**config.mk**
```make
export PLATFORM = sky130hd
export DESIGN_NAME = mem_port_arbiter_flat
export DESIGN_NICKNAME = d
export VERILOG_FILES = /design/src/rtl/mem_port_arbiter_pkg.sv /design/src/rtl/mem_port_arbiter_if.sv /design/src/rtl/mem_port_arbiter_rr_picker.sv /design/src/rtl/mem_port_arbiter.sv /design/src/flat_wrapper.sv
export SDC_FILE = /design/constraint.sdc
export NUM_CORES = 1
export LEC_CHECK = 0
export CAP_MARGIN = 0
export CORE_MARGIN = 2
export CORE_UTILIZATION = 43
export DETAILED_ROUTE_END_ITERATION = 8
export PLACE_DENSITY = 0.81
export SLEW_MARGIN = 20
export SYNTH_ARGS = -nofsm -noshare
export SYNTH_HDL_FRONTEND = slang
export SYNTH_HIERARCHICAL = 1
export SYNTH_SLANG_ARGS = --single-unit
export TNS_END_PERCENT = 1
```
**constraint.sdc**
```tcl
create_clock -name clk -period 4.6 [get_ports clk]
set_input_delay 0.92 -clock clk [delete_from_list [all_inputs] [get_ports clk]]
set_output_delay 0.92 -clock clk [all_outputs]
set_load 0.02 [all_outputs]
```
**src/rtl/mem_port_arbiter_pkg.sv**
```systemverilog
// Shared constants and types for the image-RAM port arbiter.
// Image layout: input image at IN_BASE, output image at OUT_BASE.
package mem_port_arbiter_pkg;

    localparam int MEM_ADDR_W = 16;
    localparam int MEM_DATA_W = 8;

    typedef logic [MEM_ADDR_W-1:0] mem_addr_t;
    typedef logic [MEM_DATA_W-1:0] pix_t;

    localparam mem_addr_t IN_BASE  = 16'h0000;
    localparam mem_addr_t OUT_BASE = 16'h4000;

    localparam int REQ_ENGINE = 0;
    localparam int REQ_HOST   = 1;
    localparam int REQ_DEBUG  = 2;

    // Wide enough for up to 8 requesters.
    localparam int TAG_IDX_W = 3;

    typedef struct packed {
        logic                 valid;
        logic [TAG_IDX_W-1:0] idx;
    } rd_tag_t;

    typedef enum logic {
        LK_FREE = 1'b0,
        LK_HELD = 1'b1
    } lock_state_t;

endpackage

```
**src/rtl/mem_port_arbiter_if.sv**
```systemverilog
// Requester-side bundle of the image-RAM arbiter: per-requester command
// inputs, one-hot grant/read-valid and the broadcast read data.
interface mem_port_arbiter_if #(parameter int N_REQ = 3);
    import mem_port_arbiter_pkg::*;

    logic [N_REQ-1:0]      req;
    logic [N_REQ-1:0]      lock;
    logic [N_REQ-1:0]      we;
    mem_addr_t [N_REQ-1:0] addr;
    pix_t [N_REQ-1:0]      wdata;
    logic [N_REQ-1:0]      gnt;
    logic [N_REQ-1:0]      rvalid;
    pix_t                  rdata;

    modport master (output req, lock, we, addr, wdata, input gnt, rvalid, rdata);
    modport slave  (input req, lock, we, addr, wdata, output gnt, rvalid, rdata);

endinterface

```
**src/rtl/mem_port_arbiter_rr_picker.sv**
```systemverilog
// Round-robin picker: first eligible requester after ptr, modulo N_REQ.
// The exclude mask is only honoured when some other requester is asking.
module rr_picker #(
    parameter  int N_REQ = 3,
    localparam int IDX_W = $clog2(N_REQ)
) (
    input  logic [N_REQ-1:0] req,
    input  logic [IDX_W-1:0] ptr,
    input  logic [N_REQ-1:0] exclude,
    output logic [N_REQ-1:0] gnt
);

    logic [N_REQ-1:0] eligible;
    logic [IDX_W-1:0] idx;
    logic             found;

    always_comb begin
        eligible = ((req & ~exclude) != '0) ? (req & ~exclude) : req;
        gnt      = '0;
        found    = 1'b0;
        idx      = '0;
        for (int k = 1; k <= N_REQ; k++) begin
            idx = IDX_W'((int'(ptr) + k) % N_REQ);
            if (!found && eligible[idx]) begin
                gnt[idx] = 1'b1;
                found    = 1'b1;
            end
        end
    end

endmodule

```
**src/rtl/mem_port_arbiter.sv**
```systemverilog
// Arbiter sharing the single-port image RAM between N_REQ requesters, with
// bounded burst lock, registered RAM command and tag-tracked read return.
//
// state   | meaning
// LK_FREE | no burst owner; grant follows round-robin from ptr
// LK_HELD | owner keeps the grant while it keeps requesting
module mem_port_arbiter
    import mem_port_arbiter_pkg::*;
#(
    parameter int N_REQ    = 3,
    parameter int READ_LAT = 1,
    parameter int MAX_LOCK = 16
) (
    input  logic                clk,
    input  logic                rst_n,
    mem_port_arbiter_if.slave   bus,
    output logic                mem_en,
    output logic                mem_we,
    output mem_addr_t           mem_addr,
    output pix_t                mem_wdata,
    input  pix_t                mem_rdata,
    output logic                busy
);

    localparam int IDX_W = $clog2(N_REQ);
    localparam int CNT_W = $clog2(MAX_LOCK + 1);

    lock_state_t      state_q, state_d;
    logic [IDX_W-1:0] owner_q, owner_d;
    logic [CNT_W-1:0] count_q, count_d, base;
    logic             excl_q, excl_d;
    logic [IDX_W-1:0] ptr_q, ptr_d;

    logic [N_REQ-1:0] gnt, rr_gnt, excl_mask;
    logic             accept;
    logic [IDX_W-1:0] acc_idx;

    rd_tag_t          pipe [READ_LAT+1];
    rd_tag_t          tail;
    logic             in_flight;
    pix_t             rdata_q;

    rr_picker #(.N_REQ(N_REQ)) u_picker (
        .req     (bus.req),
        .ptr     (ptr_q),
        .exclude (excl_mask),
        .gnt     (rr_gnt)
    );

    always_ff @(posedge clk) begin
        if (!rst_n) begin
            state_q <= LK_FREE;
            owner_q <= '0;
            count_q <= '0;
            excl_q  <= 1'b0;
            ptr_q   <= IDX_W'(N_REQ - 1);
        end else begin
            state_q <= state_d;
            owner_q <= owner_d;
            count_q <= count_d;
            excl_q  <= excl_d;
            ptr_q   <= ptr_d;
        end
    end

    always_comb begin
        accept  = |(bus.req & gnt);
        acc_idx = '0;
        for (int i = 0; i < N_REQ; i++) begin
            if (gnt[i]) acc_idx = IDX_W'(i);
        end
    end

    // Count only runs on while the same owner keeps accepting; the accept
    // that hits the cap releases the lock and parks the owner for one contest.
    always_comb begin
        state_d = LK_FREE;
        owner_d = owner_q;
        count_d = '0;
        excl_d  = 1'b0;
        ptr_d   = ptr_q;
        base    = (state_q == LK_HELD && owner_q == acc_idx) ? count_q : '0;
        if (accept) begin
            ptr_d   = acc_idx;
            owner_d = acc_idx;
            if (bus.lock[acc_idx]) begin
                if (base < CNT_W'(MAX_LOCK - 1)) begin
                    state_d = LK_HELD;
                    count_d = base + CNT_W'(1);
                end else begin
                    excl_d = 1'b1;
                end
            end
        end
    end

    always_comb begin
        excl_mask = excl_q ? (N_REQ'(1) << owner_q) : '0;
        if (state_q == LK_HELD && bus.req[owner_q]) begin
            gnt = N_REQ'(1) << owner_q;
        end else begin
            gnt = rr_gnt;
        end
        bus.gnt = gnt;
    end

    always_ff @(posedge clk) begin
        if (!rst_n) begin
            mem_en    <= 1'b0;
            mem_we    <= 1'b0;
            mem_addr  <= '0;
            mem_wdata <= '0;
            rdata_q   <= '0;
            for (int s = 0; s <= READ_LAT; s++) pipe[s] <= '0;
        end else begin
            mem_en <= accept;
            mem_we <= accept & bus.we[acc_idx];
            if (accept) begin
                mem_addr  <= bus.addr[acc_idx];
                mem_wdata <= bus.wdata[acc_idx];
            end
            pipe[0] <= '{valid: accept & ~bus.we[acc_idx], idx: TAG_IDX_W'(acc_idx)};
            for (int s = 1; s <= READ_LAT; s++) pipe[s] <= pipe[s-1];
            if (tail.valid) rdata_q <= mem_rdata;
        end
    end

    always_comb begin
        tail      = pipe[READ_LAT];
        in_flight = 1'b0;
        for (int s = 0; s <= READ_LAT; s++) in_flight = in_flight | pipe[s].valid;
        for (int i = 0; i < N_REQ; i++) begin
            bus.rvalid[i] = tail.valid && (tail.idx == TAG_IDX_W'(i));
        end
        bus.rdata = tail.valid ? mem_rdata : rdata_q;
        busy      = in_flight | accept;
    end

endmodule
```
**src/flat_wrapper.sv**
```systemverilog
// flat-port wrapper written by rule: the top's interface ports become plain ports
module mem_port_arbiter_flat import mem_port_arbiter_pkg::*;
#(
    parameter int N_REQ    = 3,
    parameter int READ_LAT = 1,
    parameter int MAX_LOCK = 16
)
  (clk, rst_n, mem_en, mem_we, mem_addr, mem_wdata, mem_rdata, busy, bus_req, bus_lock, bus_we, bus_addr, bus_wdata, bus_gnt, bus_rvalid, bus_rdata);
  mem_port_arbiter_if #(.N_REQ(N_REQ)) bus_i ();
  input  logic clk;
  input  logic rst_n;
  output logic mem_en;
  output logic mem_we;
  output mem_addr_t mem_addr;
  output pix_t mem_wdata;
  input  pix_t mem_rdata;
  output logic busy;
  input wire logic [$bits(bus_i.req)-1:0] bus_req;
  input wire logic [$bits(bus_i.lock)-1:0] bus_lock;
  input wire logic [$bits(bus_i.we)-1:0] bus_we;
  input wire logic [$bits(bus_i.addr)-1:0] bus_addr;
  input wire logic [$bits(bus_i.wdata)-1:0] bus_wdata;
  output wire logic [$bits(bus_i.gnt)-1:0] bus_gnt;
  output wire logic [$bits(bus_i.rvalid)-1:0] bus_rvalid;
  output wire logic [$bits(bus_i.rdata)-1:0] bus_rdata;
  assign bus_i.req = bus_req;
  assign bus_i.lock = bus_lock;
  assign bus_i.we = bus_we;
  assign bus_i.addr = bus_addr;
  assign bus_i.wdata = bus_wdata;
  assign bus_gnt = bus_i.gnt;
  assign bus_rvalid = bus_i.rvalid;
  assign bus_rdata = bus_i.rdata;
  mem_port_arbiter #(.N_REQ(N_REQ), .READ_LAT(READ_LAT), .MAX_LOCK(MAX_LOCK)) u_core (.clk(clk), .rst_n(rst_n), .bus(bus_i), .mem_en(mem_en), .mem_we(mem_we), .mem_addr(mem_addr), .mem_wdata(mem_wdata), .mem_rdata(mem_rdata), .busy(busy));
endmodule
```
==> impl_metrics.ini, run 1 <==
[cells_and_area]
most-common-layout-cells = 128 x clkdlybuf4s50_1, 50 x dfxtp_1, 30 x inv_1, 27 x mux2i_1, 26 x buf_4
post-route-cell-area_um2 = 4720
final_cells = 562
syn_to_final_growth_pct = 53.1
multi_input_area_um2 = 1870
n_antenna_cell = 0
regArea_um2 = 1000
drive_gt1_frac = 0.200
layout.cells.most_common = clkdlybuf4s50_1
nFillCells = 552
nets = 561

[clock_tree]
cts.path.max_buffers = 2
clkTransAtPathRegs_ns = 0.09
cts_tree = built
numCtsBuffers = 5
clock_sinks = 50
insertion_delay_ns = 0.30
cts-htree-levels = 2
cts_root_buf = clkbuf_8

[timing]
rsz0062_at_grt = true
fmax_mhz = 217
setup_tns_ns = 0
slew_violations = 0
hold_ws_ns = 0.440
setup_violations = 0
finalCritPeriodShare = 1.00
fin_skew_ns = 0.00807
finalHoldViolations = 0
tightest_slew_ns = 0.688
min_period_ns = 4.60
relSlewSlack = 0.540

[synth]
async_flop_share = 0
yosysWarnings = 6
synth-seq-cells = 50
netlist_instances = 321
synth_edf_count = 0
synth_flop_cell = dfxtp_1
synth_nets = 417
seq_area_frac_synth = 0.325
synth_cell_types = 62
avgSynthCellArea_um2 = 9.60
synth_area_um2 = 3080

[outcome]
status = complete, no violations

[die]
dieHeight_um = 88.7
rows = 30
ios = 132
die_area_um2 = 7860
initial_core_util = 0.449
die_w_um = 88.7
coreArea_um2 = 6870

[drt]
drtIter0Drc = 128
vias_per_cell = 5.40
drt-total-wl_um = 9070
avgRoutedWirePerCell_um = 16.1
drcViolationCount = 0
dr.pass1.iters = 4
antenna_left = 0
vias = 3037

[worst_setup_path]
cp-end-kind = primary output
cp.required_ns = 3.68
cp_max_fo = 3
regToRegStartpoint = u_core/owner_q[0]$_SDFFE_PN0P_
crit_path_start = bus_req[1]
critPathKind = primary input to primary output
crit_arrival_ns = 3.68
start_kind = primary input

[place]
place_inst = 552
detailed_place_hpwl_um = 7000
placed_cell_area_um2 = 4550
gp_congestion = 0.910
io_buffers = 131

[power]
power_frac_comb = 0.648
seqPwrFrac = 0.234
leakagePower_nw = 1.91
p_sw_frac = 0.430
intPower_w = 0.00147
clkPwrFrac = 0.118
ir_drop_mv = 0.420
powerDensity_nw_per_um2 = 548
power_switching_w = 0.00111

[global_route]
grt_first_pass_wirelength_um = 13500
antenna_found_initial = 0
grt_max_degree = 29
grt.total_usage = 0.215
grt-ovfl-total = 0
grt_pass1_vias = 2891

[run]
maxCapViolations = 0

[min_path]
min_path_type = register to register
holdCritStartpoint = u_core/pipe[0][1]$_SDFF_PN0_
routing by layer:
metal / share of wire / track usage / wire length [um] / vias to the layer above
met1: 0.39 / 0.254 / 3510 / 1434
met5: 0 / 0 / 0 / -
met4: 0.021 / 0.0675 / 191 / 0
li1: - / - / - / 1458
met3: 0.060 / 0.0289 / 546 / 19
met2: 0.53 / 0.401 / 4820 / 126
kinds of logic after synthesis:
family                   Yosys count  share of synthesized area
multiplexers                      38                      0.132
AO/OA/AOI/OAI                     68                      0.221
XOR/XNOR                           2                    0.00569
adder cells (fa/ha/maj)            5                     0.0203
flip-flops                        50                      0.325
AND/OR/NAND/NOR                  108                      0.214
buffers and inverters             50                     0.0828
synth_stat cells (2+ instances only):
| master | number | share of area |
|---|---|---|
| nor3b_1 | 4 | 0.0097 |
| ha_1 | 5 | 0.020 |
| nor2_1 | 6 | 0.0073 |
| nor3_1 | 7 | 0.011 |
| nor2b_1 | 2 | 0.0041 |
| and2_1 | 18 | 0.037 |
| dfxtp_1 | 50 | 0.32 |
| o21ai_0 | 7 | 0.011 |
| nand3_1 | 22 | 0.036 |
| o21a_1 | 2 | 0.0049 |
| buf_6 | 7 | 0.026 |
| nand2b_1 | 2 | 0.0041 |
| clkbuf_1 | 6 | 0.0073 |
| nand2_2 | 3 | 0.0061 |
| o22ai_1 | 2 | 0.0041 |
| nand2_1 | 18 | 0.022 |
| and3b_1 | 5 | 0.014 |
| mux2i_1 | 27 | 0.088 |
| o21ai_2 | 5 | 0.014 |
| o32ai_1 | 2 | 0.0057 |
| o211ai_1 | 6 | 0.015 |
| inv_1 | 30 | 0.037 |
| mux2_2 | 10 | 0.037 |
| o221ai_2 | 20 | 0.097 |
| nand3b_1 | 4 | 0.0097 |
| o221ai_1 | 4 | 0.011 |
| buf_4 | 3 | 0.0073 |
| nor2b_4 | 2 | 0.0089 |
| xor2_1 | 2 | 0.0057 |
| buf_2 | 3 | 0.0049 |
| a22o_1 | 2 | 0.0057 |
| a21oi_1 | 5 | 0.0081 |
layout make-up:
class / count / area share
clock inverters: 2 / 0.00796
repair buffers: 157 / 0.319
multi-input cells: 221 / 0.396
flip-flops and latches: 50 / 0.212
inverters: 30 / 0.0239
clock buffers: 6 / 0.0154
well taps: 96 / 0.0255
per-stage QoR:
step	utilization	setup WS, ns	power, W
6_report	0.687	0.00101	0.00259
5_1_grt	0.687	-0.110	0.00273
3_5_place_dp	0.662	-0.426	0.00225
3_3_place_gp	0.662	-0.300	0.00222
2_1_floorplan	-	0.504	0.00172
4_1_cts	0.682	0.00681	0.00257
worst max-delay path, cell delays in order:
cell,delay (ns)
clkdlybuf4s50_1,0.45
nor2b_4,0.16
a21oi_2,0.16
a2bb2oi_2,0.19
nor4_2,0.06
a311oi_2,0.39
o31ai_2,0.14
o21a_1,0.22
o21ai_2,0.19
nand3_4,0.09
or2_1,0.22
or3_1,0.30
buf_2,0.18
registers in the layout, indices dropped and copies added (netlist names):
register,count
u_core/mem_we,1
u_core/excl_q,1
u_core/owner_q,2
u_core/ptr_q,1
u_core/state_q,1
u_core/mem_wdata,8
u_core/mem_en,1
u_core/mem_addr,16
u_core/rdata_q,8
u_core/count_q,5
u_core/pipe,6
power groups by stage:
| stage | clock network, W | registers, W | logic, W |
|---|---|---|---|
| 3_3_place_gp | 0 | 0.000610 | 0.00161 |
| 5_1_grt | 0.000329 | 0.000617 | 0.00179 |
| 4_1_cts | 0.000312 | 0.000605 | 0.00166 |
| 6_report | 0.000306 | 0.000606 | 0.00168 |
| 2_1_floorplan | 0 | 0.000666 | 0.00105 |
| 3_5_place_dp | 0 | 0.000614 | 0.00164 |
path summary, 6_finish.rpt:
kind / depth (start not counted) / slack [ns] / to
max: 13 / 0.001 / busy
min: 1 / 0.44 / u_core/pipe[0][5]$_SDFF_PN0_
max reg2reg: 16 / 0.65 / u_core/count_q[4]$_SDFF_PN0_
min reg2reg: 1 / 0.44 / u_core/pipe[0][5]$_SDFF_PN0_
repair_timing:
action	4_1_cts	5_1_grt
setup buffers	1	1
gates cloned	0	0
hold buffers	0	0
gates resized for setup	7	7
setup endpoints to repair	3	3
pin swaps	3	5
Power figures use the tool's default switching activity.
==> inputs of run 2 (changes only) <==
--- a/config.mk
+++ b/config.mk
@@ -7,9 +7,9 @@
 export LEC_CHECK = 0
 export CAP_MARGIN = 0
 export CORE_MARGIN = 2
-export CORE_UTILIZATION = 43
+export CORE_UTILIZATION = 40
 export DETAILED_ROUTE_END_ITERATION = 8
-export PLACE_DENSITY = 0.81
+export PLACE_DENSITY = 0.76
 export SLEW_MARGIN = 20
 export SYNTH_ARGS = -nofsm -noshare
 export SYNTH_HDL_FRONTEND = slang
==> run 2 against run 1 <==
Worst setup slack better by 0.22 ns. Non-clock buffer count stayed put. Combinational power hardly changed. First-iteration DRC count is 38% higher. Cell area is 0.16% higher. Via count is 1.5% lower. Critical endpoint unchanged.
==> impl_metrics.ini, run 2 (same netlist as run 1, synthesis figures left out) <==
[drt]
highest_layer = met4
vias_per_cell = 5.27
drcViolationCount = 0
drt-total-wl_um = 8800
antenna_left = 0
wl_met1_um = 3480
avgRoutedWirePerCell_um = 15.5
wl_met3_um = 481
dr.pass1.iters = 4
drtIter0Drc = 177
vias = 2992
dr_wl_met2_um = 4710

[global_route]
grt_first_pass_wirelength_um = 13800
grt_max_degree = 29
grt.total_usage = 0.201
grt-ovfl-total = 0
antenna_found_initial = 0
grt_pass1_vias = 2962

[cells_and_area]
drive_gt1_frac = 0.206
top_regs = u_core/mem_addr (16), u_core/mem_wdata (8), u_core/rdata_q (8)
n_antenna_cell = 0
final_cells = 568
nets = 561
most-common-layout-cells = 126 x clkdlybuf4s50_1, 50 x dfxtp_1, 30 x inv_1, 27 x mux2i_1, 26 x buf_4
syn_to_final_growth_pct = 53.3
largest_reg_flops = 16
regMostFlops = u_core/mem_addr
finish.utilization = 0.621
layout.cells.most_common = clkdlybuf4s50_1

[die]
die_w_um = 91.8
ios = 132
die_area_um2 = 8420
initial_core_util = 0.405
rows = 32
dieHeight_um = 91.8
coreArea_um2 = 7610

[timing]
fin_skew_ns = 0.0100
finalCritPeriodShare = 0.951
fmax_mhz = 229
min_period_ns = 4.37
rsz0062_at_grt = false
relSlewSlack = 0.499
finalHoldViolations = 0
setup_violations = 0
tightest_slew_ns = 0.752
slew_violations = 0

[clock_tree]
clkTransAtPathRegs_ns = 0.08
ctsHoldBuffers = 0
insertion_delay_ns = 0.30
clock_sinks = 50
cts_root_buf = clkbuf_8
cts_tree = built
cts.path.max_buffers = 2
numCtsBuffers = 5
cts-htree-levels = 2

[worst_setup_path]
r2r_setup_slack_ns = 0.67
start_kind = register
cp_max_fo = 11
slowest_stage = a311oi_2
cp_slowest_stage_delay_ns = 0.38
r2r-end = u_core/count_q[2]$_SDFF_PN0_
regToRegStartpoint = u_core/owner_q[0]$_SDFFE_PN0P_
cp.required_ns = 3.68
cp-end-kind = primary output
cpMostUsedCell = a21oi_2
crit_path_start = u_core/owner_q[0]$_SDFFE_PN0P_
crit_arrival_ns = 3.45
crit_path_cell_trace = buf_4 > nor2_1 > and2_1 > nor2b_4 > a21oi_2 > a2bb2oi_2 > nor4_2 > a311oi_2 > o32ai_2 > inv_1 > a21oi_2 > o21ai_4 > nand3_4 > or2_4 > or3_4 > buf_6
reg2reg_depth = 16
critPathKind = register to primary output
crit_end = busy

[place]
io_buffers = 131
gp_congestion = 0.893
detailed_place_hpwl_um = 6750
place_inst = 558

[run]
maxCapViolations = 0

[power]
ir_drop_mv = 0.414
powerDensity_nw_per_um2 = 543
leakagePower_nw = 1.91

[min_path]
min_path_type = register to register

[outcome]
status = complete, no violations
==> run 2: repair_timing <==
item                       4_1_cts  5_1_grt
pin swaps                        4        6
resized for setup               10       11
setup endpoints to repair        3        3
buffers inserted                 0        2
==> run 2: power by group <==
group          leakage (nW)  switching [W]  internal (W)
Sequential            0.409      0.0000609      0.000541
Combinational          1.46       0.000905      0.000798
Clock                0.0482       0.000141      0.000122
==> run 2: per-layer routing <==
layer,track usage,vias up
met3,0.0345,14
met4,0.0510,0
met1,0.246,1429
met5,0,-
met2,0.365,99
li1,-,1450
==> run 2: layout make-up <==
type | instances | area [um2]
Fill cell | 653 | 2880
Multi-Input combinational cell | 221 | 1880
Timing Repair Buffer | 157 | 1510
Sequential cell | 50 | 1000
Tap cell | 102 | 128
Inverter | 30 | 113
Clock buffer | 7 | 86.3
Clock inverter | 1 | 5.00
==> run 2: worst min path at each step <==
stage,slack (ns),endpoint,cells past startpoint,from
floorplan,0.41,u_core/pipe[0][4]$_SDFF_PN0_,1,u_core/pipe[0][0]$_SDFF_PN0_
global placement,0.42,u_core/pipe[0][4]$_SDFF_PN0_,1,u_core/pipe[0][0]$_SDFF_PN0_
detailed placement,0.42,u_core/pipe[0][4]$_SDFF_PN0_,1,u_core/pipe[0][0]$_SDFF_PN0_
CTS,0.44,u_core/pipe[0][4]$_SDFF_PN0_,1,u_core/pipe[0][0]$_SDFF_PN0_
global route,0.45,u_core/pipe[0][4]$_SDFF_PN0_,1,u_core/pipe[0][0]$_SDFF_PN0_
finish,0.44,u_core/pipe[0][4]$_SDFF_PN0_,1,u_core/pipe[0][0]$_SDFF_PN0_
==> run 2: per-stage QoR <==
stage	instance area [um2]	hold WS (ns)	setup slack (ns)	power (W)	TNS (ns)
after floorplan	3080	0.412	0.504	0.00172	0
after global placement	4560	0.416	-0.311	0.00223	-0.311
after detailed placement	4560	0.419	-0.413	0.00225	-0.503
after CTS	4670	0.440	-0.0194	0.00252	-0.0194
after global routing	4720	0.449	0.0781	0.00273	0
final	4720	0.436	0.225	0.00257	0
==> run 2: critical path: cells and delay by family (launching register included) <==
family                 cells  cell delay (ns)
DFF                        1             0.34
and+or+nand+nor            7             1.24
buffers and inverters      3             0.41
AOI/OAI and AO/OA          6             1.17
==> inputs of run 3 (changes only) <==
--- a/config.mk
+++ b/config.mk
@@ -6,7 +6,7 @@
 export NUM_CORES = 1
 export LEC_CHECK = 0
 export CAP_MARGIN = 0
-export CORE_MARGIN = 2
+export CORE_MARGIN = 1.5
 export CORE_UTILIZATION = 40
 export DETAILED_ROUTE_END_ITERATION = 8
 export PLACE_DENSITY = 0.76
==> run 3 against run 2 <==
Worst hold slack better by 0.0038 ns. Non-clock buffer count up 2. Combinational power down 2%. Flip-flop and latch count unchanged. Clock skew about the same. Largest cell class unchanged.
==> impl_metrics.ini, run 3 (same netlist as run 1, synthesis figures left out) <==
[clock_tree]
cts_root_buf = clkbuf_8
numCtsBuffers = 5
clock_sinks = 50
cts.path.max_buffers = 2
insertion_delay_ns = 0.31
ctsHoldBuffers = 0
clkTransAtPathRegs_ns = 0.10
cts-htree-levels = 2
cts_tree = built

[power]
leakagePower_nw = 1.91
powerDensity_nw_per_um2 = 539
report.power.total_w = 0.00253
ir_drop_mv = 0.305

[cells_and_area]
regArea_um2 = 1000
drive_gt1_frac = 0.199
top_regs = u_core/mem_addr (16), u_core/mem_wdata (8), u_core/rdata_q (8)
most-common-layout-cells = 126 x clkdlybuf4s50_1, 49 x dfxtp_1, 30 x inv_1, 29 x buf_4, 27 x mux2i_1
nets = 563
post-route-cell-area_um2 = 4690
regMostFlops = u_core/mem_addr
multi_input_area_um2 = 1840
largest_reg_flops = 16
syn_to_final_growth_pct = 52.3
nFillCells = 639
n_antenna_cell = 0
layout.cells.most_common = clkdlybuf4s50_1

[worst_setup_path]
crit_path_cell_trace = clkdlybuf4s50_1 > buf_4 > nand2_2 > nor4b_2 > a311oi_2 > buf_4 > o32ai_2 > and2_1 > o21ai_2 > nand3_4 > or2_1 > or3_1 > buf_4
r2r-end = u_core/count_q[3]$_SDFF_PN0_
r2r_setup_slack_ns = 0.74
cp-end-kind = primary output
start_kind = primary input
cpMostUsedCell = buf_4
crit_family = simple AND/OR/NAND/NOR gates
crit_buf_inv = 4
cp_slowest_stage_delay_ns = 0.48
crit_path_start = bus_req[2]
critPathKind = primary input to primary output
worst-path-stages = 13
slowest_stage = clkdlybuf4s50_1
crit_arrival_ns = 3.52
reg2reg_depth = 17
cp_max_fo = 9
crit_end = busy
regToRegStartpoint = u_core/owner_q[0]$_SDFFE_PN0P_
cp.required_ns = 3.68

[drt]
avgRoutedWirePerCell_um = 15.4
vias_per_cell = 5.14
drt-total-wl_um = 8720
vias = 2915
drtIter0Drc = 89
antenna_left = 0
dr.pass1.iters = 5
drcViolationCount = 0

[outcome]
status = complete, no violations

[die]
dieHeight_um = 90.8
ios = 132
die_area_um2 = 8240
die_w_um = 90.8
rows = 31
initial_core_util = 0.418
coreArea_um2 = 7370

[timing]
setup_tns_ns = 0
setup_violations = 0
rsz0062_at_grt = false
tightest_slew_ns = 0.806
hold_ws_ns = 0.440
slew_violations = 0
finalHoldViolations = 0
fin_skew_ns = 0.00988
relSlewSlack = 0.462
finalCritPeriodShare = 0.964
min_period_ns = 4.44
fmax_mhz = 225

[global_route]
antenna_found_initial = 0
grt_max_degree = 29
grt_first_pass_wirelength_um = 14000
grt.total_usage = 0.206
grt_pass1_vias = 2964
grt-ovfl-total = 0

[min_path]
min_path_type = register to register

[place]
detailed_place_hpwl_um = 6790
gp_congestion = 0.845
io_buffers = 131
placed_cell_area_um2 = 4580

[run]
maxCapViolations = 0
-- run 3: repair_timing --
action,4_1_cts,5_1_grt
pin swaps,1,3
gates resized for setup,7,6
setup buffers,1,0
setup endpoints to repair,3,3
gates cloned,0,0
-- run 3: how the worst min path moves through the flow --
stage	cells after the start	endpoint	from
after detailed placement	1	u_core/pipe[0][5]$_SDFF_PN0_	u_core/pipe[0][1]$_SDFF_PN0_
final	1	u_core/pipe[0][4]$_SDFF_PN0_	u_core/pipe[0][0]$_SDFF_PN0_
after CTS	1	u_core/pipe[0][5]$_SDFF_PN0_	u_core/pipe[0][1]$_SDFF_PN0_
after global placement	1	u_core/pipe[0][5]$_SDFF_PN0_	u_core/pipe[0][1]$_SDFF_PN0_
after floorplan	1	u_core/pipe[0][4]$_SDFF_PN0_	u_core/pipe[0][0]$_SDFF_PN0_
after global routing	1	u_core/pipe[0][4]$_SDFF_PN0_	u_core/pipe[0][0]$_SDFF_PN0_
-- run 3: metrics by stage --
step / std cells / setup slack (ns) / util
2_1_floorplan: 321 / 0.504 / -
3_3_place_gp: 558 / -0.331 / 0.621
3_5_place_dp: 558 / -0.459 / 0.621
4_1_cts: 567 / -0.0809 / 0.636
5_1_grt: 567 / 0.0144 / 0.637
6_report: 567 / 0.164 / 0.637
-- run 3: report_power, final --
| group | switching, W | internal, W | total [W] | leakage [nW] |
|---|---|---|---|---|
| clock | 0.000154 | 0.000111 | 0.000265 | 0.0458 |
| sequential | 0.0000661 | 0.000541 | 0.000607 | 0.409 |
| combinational | 0.000886 | 0.000772 | 0.00166 | 1.45 |
| total | 0.00111 | 0.00142 | 0.00253 | 1.91 |
-- run 3: layout make-up --
cell class                 instances  area share
multi-input combinational        221       0.393
timing repair buffer             159       0.324
sequential                        50       0.213
tap                               99      0.0264
inverter                          30      0.0240
clock buffer                       6      0.0155
clock inverter                     2     0.00373
-- run 3: per-layer routing --
| layer | global-route usage | vias up | share of wire |
|---|---|---|---|
| met5 | 0 | - | 0 |
| met2 | 0.378 | 91 | 0.51 |
| met1 | 0.245 | 1359 | 0.42 |
| li1 | - | 1454 | - |
| met4 | 0.0560 | 0 | 0.014 |
| met3 | 0.0370 | 11 | 0.050 |
